**src/rtl/word_serializer.sv**
```systemverilog
// Serializes one W-bit word into W/DW strobed DW-bit beats, least-significant slice first,
// with GAP idle cycles between beats of the same word.
module word_serializer #(
  parameter int W   = 96,
  parameter int DW  = 32,
  parameter int GAP = 1
) (
  input  logic          clk,
  input  logic          rst,
  input  logic          in_valid,
  input  logic [W-1:0]  in_data,
  output logic          in_ready,
  output logic          en,
  output logic [DW-1:0] r,
  output logic          last,
  output logic          done
);

  localparam int N  = W / DW;
  localparam int BW = (N > 1) ? $clog2(N) : 1;
  localparam logic [BW-1:0] LAST_BEAT = BW'(N - 1);
  localparam logic [3:0]    GAP_LAST  = 4'((GAP > 0) ? GAP - 1 : 0);

  typedef enum logic [1:0] {
    IDLE,
    SEND,
    WAIT
  } state_t;

  state_t          state_reg, state_next;
  logic [W-1:0]    shift_reg, shift_next;
  logic [BW-1:0]   beat_reg, beat_next;
  logic [BW-1:0]   beat_inc;
  logic [3:0]      gap_reg, gap_next;
  logic            in_ready_reg, in_ready_next;
  logic            en_reg, en_next;
  logic [DW-1:0]   r_reg, r_next;
  logic            last_reg, last_next;
  logic            done_reg, done_next;
  logic            advance;

  always_ff @(posedge clk or posedge rst) begin
    if (rst) begin
      state_reg    <= IDLE;
      shift_reg    <= '0;
      beat_reg     <= '0;
      gap_reg      <= '0;
      in_ready_reg <= 1'b0;
      en_reg       <= 1'b0;
      r_reg        <= '0;
      last_reg     <= 1'b0;
      done_reg     <= 1'b0;
    end else begin
      state_reg    <= state_next;
      shift_reg    <= shift_next;
      beat_reg     <= beat_next;
      gap_reg      <= gap_next;
      in_ready_reg <= in_ready_next;
      en_reg       <= en_next;
      r_reg        <= r_next;
      last_reg     <= last_next;
      done_reg     <= done_next;
    end
  end

  assign beat_inc = beat_reg + BW'(1);

  // Outputs are computed one cycle early so every port comes straight from a flop;
  // the state names the cycle the registered outputs currently describe.
  always_comb begin
    state_next    = state_reg;
    shift_next    = shift_reg;
    beat_next     = beat_reg;
    gap_next      = gap_reg;
    in_ready_next = in_ready_reg;
    en_next       = 1'b0;
    r_next        = r_reg;
    last_next     = 1'b0;
    done_next     = 1'b0;
    advance       = 1'b0;

    case (state_reg)
      IDLE: begin
        in_ready_next = 1'b1;
        if (in_valid && in_ready_reg) begin
          in_ready_next = 1'b0;
          en_next       = 1'b1;
          r_next        = in_data[DW-1:0];
          last_next     = (N == 1);
          shift_next    = in_data >> DW;
          beat_next     = '0;
          state_next    = SEND;
        end
      end
      SEND: begin
        if (beat_reg == LAST_BEAT) begin
          state_next    = IDLE;
          done_next     = 1'b1;
          in_ready_next = 1'b1;
        end else if (GAP == 0) begin
          advance = 1'b1;
        end else begin
          gap_next   = '0;
          state_next = WAIT;
        end
      end
      WAIT: begin
        if (gap_reg == GAP_LAST) begin
          advance = 1'b1;
        end else begin
          gap_next = gap_reg + 4'd1;
        end
      end
      default: begin
        state_next = IDLE;
      end
    endcase

    // Present the next slice; shift_reg already holds the remaining slices.
    if (advance) begin
      en_next    = 1'b1;
      r_next     = shift_reg[DW-1:0];
      last_next  = (beat_inc == LAST_BEAT);
      shift_next = shift_reg >> DW;
      beat_next  = beat_inc;
      state_next = SEND;
    end
  end

  assign in_ready = in_ready_reg;
  assign en       = en_reg;
  assign r        = r_reg;
  assign last     = last_reg;
  assign done     = done_reg;

endmodule

```
**config.mk**
```make
export PLATFORM = sky130hd
export DESIGN_NAME = word_serializer
export DESIGN_NICKNAME = d
export VERILOG_FILES = /design/src/rtl/word_serializer.sv
export SDC_FILE = /design/constraint.sdc
export NUM_CORES = 1
export LEC_CHECK = 0
export ABC_CLOCK_PERIOD_IN_PS = 6000
export CAP_MARGIN = 20
export CORE_ASPECT_RATIO = 0.5
export CORE_MARGIN = 1
export CORE_UTILIZATION = 43
export CTS_CLUSTER_DIAMETER = 60
export DETAILED_ROUTE_END_ITERATION = 8
export DONT_BUFFER_PORTS = 1
export PLACE_DENSITY = 0.61
export SLEW_MARGIN = 30
export SYNTH_ARGS = -nofsm -noshare
export SYNTH_HDL_FRONTEND = slang
export SYNTH_SLANG_ARGS = --single-unit
```
**constraint.sdc**
```tcl
create_clock -name clk -period 6 [get_ports clk]
set_input_delay 0.6 -clock clk [delete_from_list [all_inputs] [get_ports clk]]
set_output_delay 0.6 -clock clk [all_outputs]
set_load 0.02 [all_outputs]
```
# Word level (Yosys, flattened, before mapping)
# Index checks and enable logic that the tools add are counted.
# Widths: inputs -> output; s select.
# classes
mux,27
n_reduce_logical,11
addsub,2
eq_ne,9
# ops
op,n
$mux 96,3
$mux 32,3
$mux 2,6
$mux 1,10
$mux 4,2
$ne 2x2->1 const B,4
$pmux 4 s2,1
$reduce_bool 2->1,4
$eq 2x2->1 const B,3
$pmux 2 s3,1
$reduce_and 2->1,3
$add 4x1->4 const B,1
$logic_not 4->1,1
$ne 3x3->1 const B,1
$reduce_and 3->1,1
$add 2x1->2 const B,1
$eq 2x1->1 const B,1
$logic_not 2->1,1
$pmux 1 s2,1
$logic_and 1x1->1,1
# word_totals
ff_bits,140
inputBits,99
out_inout_bits,36
wordCells,58

# Logic depth before layout (Yosys ltp)
# Gate-level depths: netlist of run 1.
# depth
ltp_word,5
depth_mapped,8
depth_no_buf,5

# Worst setup path before layout of run 1
# No wires, ideal clock.
# synth_timing
path_type,flip-flop to flip-flop
startpoint,register gap_reg[0]
endpoint,register shift_reg[10]
stages_incl_launch_ff,8
path_buffers,2
path_slack_ns,4.308
required_time_ns,5.881
setup_ns,0.119
t_arrival_ns,1.573
synth_period_minus_slack_ns,1.692
path_cell_list,dfrtp_1 > inv_1 > ha_1 > or3b_1 > buf_2 > buf_6 > o32a_1 > o21a_1
# synth_via
elab_chain_len,5
word_cells_on_any_way,7
classes_between,mux: 3; reduce/logical: 4
# synth_rtl
item,line_no,text
start: declaration,34,"logic [3:0] gap_reg, gap_next;"
start signal: assignment,57,gap_reg <= gap_next;
$logic_not 4->1 *,108,if (gap_reg == GAP_LAST) begin
$mux 1 *,108,
$mux 1 *,82,case (state_reg)
$reduce_bool 2->1 (no source line),n/a,
$reduce_and 2->1 (no source line),n/a,
end signal: assignment,55,shift_reg <= shift_next;
end: declaration,31,"logic [W-1:0] shift_reg, shift_next;"
# Every way passes the cells marked *; elsewhere a longest branch is shown, timed or not.
# A chain may end at the register's enable or synchronous reset.

# Worst setup path after layout of run 1
# layout_timing
startpoint,register gap_reg[0]
endpoint,register shift_reg[48]
# Same word-level chain as after synthesis.

==> results of run 1 <==
worst reg2reg max path: stages (launching register included):
cell and delay (ns):
dfrtp_1 0.40, inv_1 0.09, ha_1 0.15, or3b_4 0.70, nor2_4 0.76, a21oi_1 0.14
Yosys cell counts, types with 3 or more instances:
cell type  instances  share of area [%]
nand2_1          188                 15
buf_2             25                2.6
nor3_1            60                6.2
inv_1              6               0.47
clkbuf_1          20                1.6
o32a_1             4               0.83
a21oi_1           34                3.5
dfrtp_1          108                 56
o21a_1             4               0.62
nand3_1            3               0.31
o21ai_0            4               0.42
a31oi_1           60                7.8
ha_1               4                1.0
power breakdown:
group,switching [mW],internal [mW]
combinational,0.624,0.402
clock,0.274,0.339
sequential,0.374,1.09
total,1.27,1.83
worst min-delay path by stage:
stage | from | to | slack [ns] | cells past startpoint
after floorplan | shift_reg[10] | shift_reg[10] | 0.47 | 1
after global placement | shift_reg[11] | shift_reg[11] | 0.48 | 1
after detailed placement | shift_reg[11] | shift_reg[11] | 0.49 | 1
after CTS | rst | in_ready | 0.20 | 1
after global routing | rst | done | 0.21 | 1
final | rst | in_ready | 0.19 | 1
metal layers:
| metal | vias up | track usage [%] |
|---|---|---|
| met5 | - | 0 |
| li1 | 1802 | - |
| met3 | 4 | 4.88 |
| met4 | 0 | 4.06 |
| met2 | 105 | 31.2 |
| met1 | 1785 | 33.3 |
final cells by class:
cell class	instances	share of cell area, %
tap	140	3.39
clock buffer	10	4.63
timing repair buffer	5	1.04
sequential	108	52.3
inverter	6	0.484
clock inverter	6	1.41
multi-input combinational	382	36.7
metrics by stage:
stage | std cells | area, um^2 | hold WS [ns]
floorplan | 543 | 4810 | 0.466
global placement | 640 | 4830 | 0.477
detailed placement | 641 | 4850 | 0.489
CTS | 657 | 5160 | 0.203
global route | 657 | 5160 | 0.211
finish | 657 | 5160 | 0.187
cells by family after synthesis:
kind of cell	Yosys count	synth area share, %
multiplexers	2	0.417
flip-flops	108	56.2
AO/OA/AOI/OAI	110	13.8
buffers and inverters	53	4.97
AND/OR/NAND/NOR	266	23.6
adder cells (fa/ha/maj)	4	1.04
==> impl_metrics.env, run 1 <==
export IMPL_hpwl_um=7440
export IMPL_crit_arrival_ns=2.57
export IMPL_cts_htree_levels=3
export IMPL_cts_buffer_depth=2
export IMPL_wl_met2_um=5280
export IMPL_syn_to_final_growth_pct=7.47
export IMPL_path_class="reg -> reg"
export IMPL_worstSetupPathDepth=5
export IMPL_synth_net_count=646
export IMPL_yosys_cell_types_count=30
export IMPL_core_area_um2=10500
export IMPL_grt_pass1_vias=3757
export IMPL_wl_met1_um=5850
export IMPL_fin_util_pct=49.0
export IMPL_initial_core_util_pct=45.6
export IMPL_worstSetupStartpointType="flop"
export IMPL_die_area_um2=11600
export IMPL_cp_endpoint="shift_reg[48]"
export IMPL_cts_resized=0
export IMPL_largest_reg_flops=64
export IMPL_worst_pin_slew_ns=0.930
export IMPL_seq_area_um2=2700
export IMPL_min_period_ns=2.39
export IMPL_p_leak_nw=2.19
export IMPL_grt_pass1_wl_um=19700
export IMPL_post_drt_wl_per_cell_um=18.1
export IMPL_track_usage_pct=21.7
export IMPL_io_buffers=0
export IMPL_rows=26
export IMPL_layout_commonest_cell="nand2_1"
export IMPL_cts_num_sinks=108
export IMPL_finalSetupViolations=0
export IMPL_ys_seq_area_share_pct=56.2
export IMPL_worstHoldPathType="in -> async"
export IMPL_grt_max_degree=100
export IMPL_drive_gt1_share_pct=5.61
export IMPL_fin_ws_ns=3.61
export IMPL_status="completed"
export IMPL_synth_avg_cell_area_um2=8.85
export IMPL_synthCells=543
export IMPL_slew_viol_final=0
export IMPL_drc_errors=0
export IMPL_maxCapViolCount=0
export IMPL_crit_family="simple AND/OR/NAND/NOR gates"
export IMPL_max_freq_mhz=418
export IMPL_dr_pass1_iters=4
export IMPL_powerDensity_nw_per_um2=601
export IMPL_drtIter0Drc=319
export IMPL_numCtsBuffers=9
export IMPL_reg2reg_to="shift_reg[48]"
export IMPL_fillers=1051
export IMPL_met3_length_um=686
export IMPL_worst_setup_path_end_kind="flop"
export IMPL_ys_flop_type="dfrtp_1"
export IMPL_fin_nets=615
export IMPL_cts_hold_fix_buffers=0
export IMPL_clockRootBuffer="clkbuf_16"
export IMPL_clkLatencyLatePin_ns=0.34
export IMPL_rsz0062_at_grt="false"
export IMPL_critPathRequiredTime_ns=6.18
export IMPL_rrSetupSlack_ns=3.61
export IMPL_startpoint="gap_reg[0]"
export IMPL_dr_total_vias=3696
export IMPL_clk_pin_slew_worst_paths_ns=0.07
export IMPL_reg2reg_depth=5
export IMPL_worstReg2RegStart="gap_reg[0]"
export IMPL_via_per_inst=5.63
export IMPL_post_cts_repair_setup_buffers=0
export IMPL_crit_path_cell_trace="inv_1, ha_1, or3b_4, nor2_4, a21oi_1"
export IMPL_cpPeakStageDelay_ns=0.75
export IMPL_ir_worst_vdd_v=0.000218
export IMPL_n_antenna_cell=0
export IMPL_fin_total_pwr_mw=3.11
export IMPL_wl_um=11900
export IMPL_worst_path_max_fanout=71
export IMPL_final_cell_mix="nand2_1 (187), dfrtp_1 (108), nor3_1 (60), a31oi_1 (60), a21oi_1 (34)"
export IMPL_ys_ff_latch=108
export IMPL_hold_viol=0
export IMPL_synth_edf_count=0
export IMPL_place_ws_ns=3.59
export IMPL_finalSetupTns_ns=0
export IMPL_multi_input_comb_area_um2=1900
export IMPL_clock_skew_ns=0.0108
export IMPL_cp_num_buf_inv=1
export IMPL_globalplace_congestion=0.848
export IMPL_highest_layer="met4"
export IMPL_cts_tree="yes"
export IMPL_max_slew_margin_pct=38.0
export IMPL_yosys_warnings=0
export IMPL_grt_ovfl_total=0
export IMPL_ios=135
export IMPL_antenna_found_initial=0
export IMPL_fin_crit_sh_pct=39.9
export IMPL_syn_area_um2=4810
export IMPL_fp_dieW_um=152
export IMPL_crit_slowest_cell="nor2_4"
export IMPL_synthArstFlopShare_pct=100
export IMPL_ant_nets=0
export IMPL_die_y_um=76.8
(Power assumes the default switching activity.)
==> run 2, diff against run 1 <==
Settings changed: ABC_AREA from default to 1, ABC_CLOCK_PERIOD_IN_PS 6000 to 2000, PLACE_DENSITY 0.61 to 0.63.
Clock period 6 ns to 2 ns, I/O delays scaled along.
==> run 2 against run 1 <==
Maximum frequency up 50%. Non-clock buffer count up 24. Clock power rose to 2.7 times the previous value. Global-route usage down 2.9 points. First-iteration DRC count down 35%. Critical path type unchanged.
==> impl_metrics.env, run 2 <==
export IMPL_ios=135
export IMPL_track_usage_pct=18.7
export IMPL_numCtsBuffers=9
export IMPL_synth_top_cell_area_share_pct=50.5
export IMPL_n_antenna_cell=0
export IMPL_pwr_share_comb_pct=38.1
export IMPL_synth_commonest_cells="nand2_1 (259), inv_1 (139), dfrtp_1 (108)"
export IMPL_antenna_found_initial=0
export IMPL_synth_net_count=841
export IMPL_synth_edf_count=0
export IMPL_ant_nets=0
export IMPL_min_period_ns=1.60
export IMPL_powerDensity_nw_per_um2=1600
export IMPL_status="completed"
export IMPL_dr_total_vias=4237
export IMPL_drtIter0Drc=206
export IMPL_worstHoldPathType="in -> reg"
export IMPL_wl_um=11400
export IMPL_synth_avg_cell_area_um2=7.25
export IMPL_seq_power_share_pct=45.0
export IMPL_grt_max_degree=53
export IMPL_synthMostInstantiatedCell="nand2_1"
export IMPL_fin_crit_sh_pct=80.0
export IMPL_synthArstFlopShare_pct=100
export IMPL_post_drt_wl_per_cell_um=12.5
export IMPL_max_slew_margin_pct=64.9
export IMPL_clock_skew_ns=0.00763
export IMPL_syn_to_final_growth_pct=12.7
export IMPL_p_leak_nw=3.41
export IMPL_p_int_mw=5.52
export IMPL_via_per_inst=4.65
export IMPL_synth_top_area_cell="dfrtp_1"
export IMPL_hpwl_um=7500
export IMPL_clk_pin_slew_worst_paths_ns=0.07
export IMPL_die_area_um2=12900
export IMPL_yosys_warnings=0
export IMPL_drc_errors=0
export IMPL_finalSetupViolations=0
export IMPL_die_y_um=80.9
export IMPL_clkLatencyLatePin_ns=0.34
export IMPL_maxCapViolCount=0
export IMPL_initial_core_util_pct=44.6
export IMPL_switching_share_pct=42.8
export IMPL_core_area_um2=12000
export IMPL_worstSetupStartpointType="flop"
export IMPL_hold_viol=0
export IMPL_fp_dieW_um=160
export IMPL_clockRootBuffer="clkbuf_16"
export IMPL_path_class="reg -> reg"
export IMPL_finalSetupTns_ns=0
export IMPL_yosys_cell_types_count=22
export IMPL_slew_viol_final=0
export IMPL_power_switching_mw=4.13
export IMPL_globalplace_congestion=0.761
export IMPL_syn_area_um2=5350
export IMPL_ys_flop_type="dfrtp_1"
export IMPL_worst_setup_path_end_kind="flop"
export IMPL_crit_arrival_ns=1.88
export IMPL_synthCells=738
export IMPL_grt_pass1_wl_um=19300
export IMPL_ys_seq_area_share_pct=50.5
export IMPL_worst_path_max_fanout=26
export IMPL_fin_nets=845
export IMPL_cts_buffer_depth=2
export IMPL_max_freq_mhz=625
export IMPL_dr_pass1_iters=4
export IMPL_whs_ns=0.00628
export IMPL_grt_pass1_vias=4162
export IMPL_synth_area_leaders="dfrtp_1 (51%), nand2_1 (18%), inv_1 (9.8%), nand3_1 (6.6%), nor2_1 (4.8%)"
export IMPL_ys_ff_latch=108
export IMPL_largest_reg_flops=64
export IMPL_cts_tree="yes"
export IMPL_p_clk_share_pct=16.9
export IMPL_ir_worst_vdd_v=0.000598
export IMPL_critPathRequiredTime_ns=2.28
export IMPL_cts_resized=0
export IMPL_cts_htree_levels=3
export IMPL_cts_num_sinks=108
export IMPL_drive_gt1_share_pct=4.95
export IMPL_rows=28
export IMPL_final_cell_mix="nand2_1 (259), inv_1 (138), dfrtp_1 (108)"
export IMPL_rsz0062_at_grt="false"
export IMPL_layout_commonest_cell="nand2_1"
export IMPL_grt_ovfl_total=0
export IMPL_io_buffers=0
export IMPL_worst_pin_slew_ns=0.525
## run 2: cells by family after synthesis
kind of cell,after synthesis,synth area share [%]
compound gates,39,3.65
flops,108,50.5
simple gates,409,31.2
xor+xnor,1,0.164
fa+ha+maj,4,0.936
buf+inv,177,13.5
## run 2: critical path: stages (launching register included)
cell and delay (ns):
dfrtp_1 0.44, inv_1 0.08, ha_1 0.30, nand3_4 0.15
inv_2 0.11, buf_4 0.28, nand2_1 0.11, nand2_1 0.08
## run 2: final timing paths
check,startpoint,endpoint,slack [ns],cells after the start
setup / recovery,gap_reg[0],r[31],0.40,7
hold / removal,in_data[95],shift_reg[63],0.006,2
setup reg to reg,gap_reg[0],r[31],0.40,7
hold reg to reg,shift_reg[36],shift_reg[4],0.47,2
max in group asynchronous,rst,r[19],1.03,3
min in group asynchronous,rst,shift_reg[36],0.38,2
## run 2: per-stage QoR
step,setup slack (ns),utilization (%),power (mW),area [um^2],instances
2_1_floorplan,0.498,-,7.14,5350,738
3_3_place_gp,0.462,46.7,7.95,5600,880
3_5_place_dp,0.398,46.7,8.09,5600,880
4_1_cts,0.391,50.1,9.79,6000,909
5_1_grt,0.255,50.3,10.6,6030,912
6_report,0.401,50.3,9.65,6030,912
## run 2: cell type report
| type | instances | area [um^2] |
|---|---|---|
| Clock buffer | 11 | 243 |
| Clock inverter | 5 | 27.5 |
| Timing Repair Buffer | 29 | 370 |
| Inverter | 141 | 533 |
| Sequential cell | 108 | 2700 |
| Tap cell | 165 | 206 |
| Multi-Input combinational cell | 453 | 1940 |
| Fill cell | 1231 | 5950 |
## run 2: repair_timing
action                    4_1_cts  5_1_grt
buffers inserted                0        0
hold buffers                   13        3
hold endpoints to repair       29        3
## run 2: power groups by stage
stage / clock [mW] / sequential (mW) / combinational, mW
after floorplan: 0 / 4.21 / 2.94
after global placement: 0 / 4.36 / 3.59
after detailed placement: 0 / 4.39 / 3.70
after CTS: 1.69 / 4.35 / 3.75
after global routing: 1.78 / 4.48 / 4.37
final: 1.63 / 4.34 / 3.68
## run 2: layer usage
layer / GRT usage [%] / share of wire, %
met1: 23.3 / 48
met2: 32.9 / 47
met3: 4.85 / 3.7
met4: 4.81 / 0.70
met5: 0 / 0
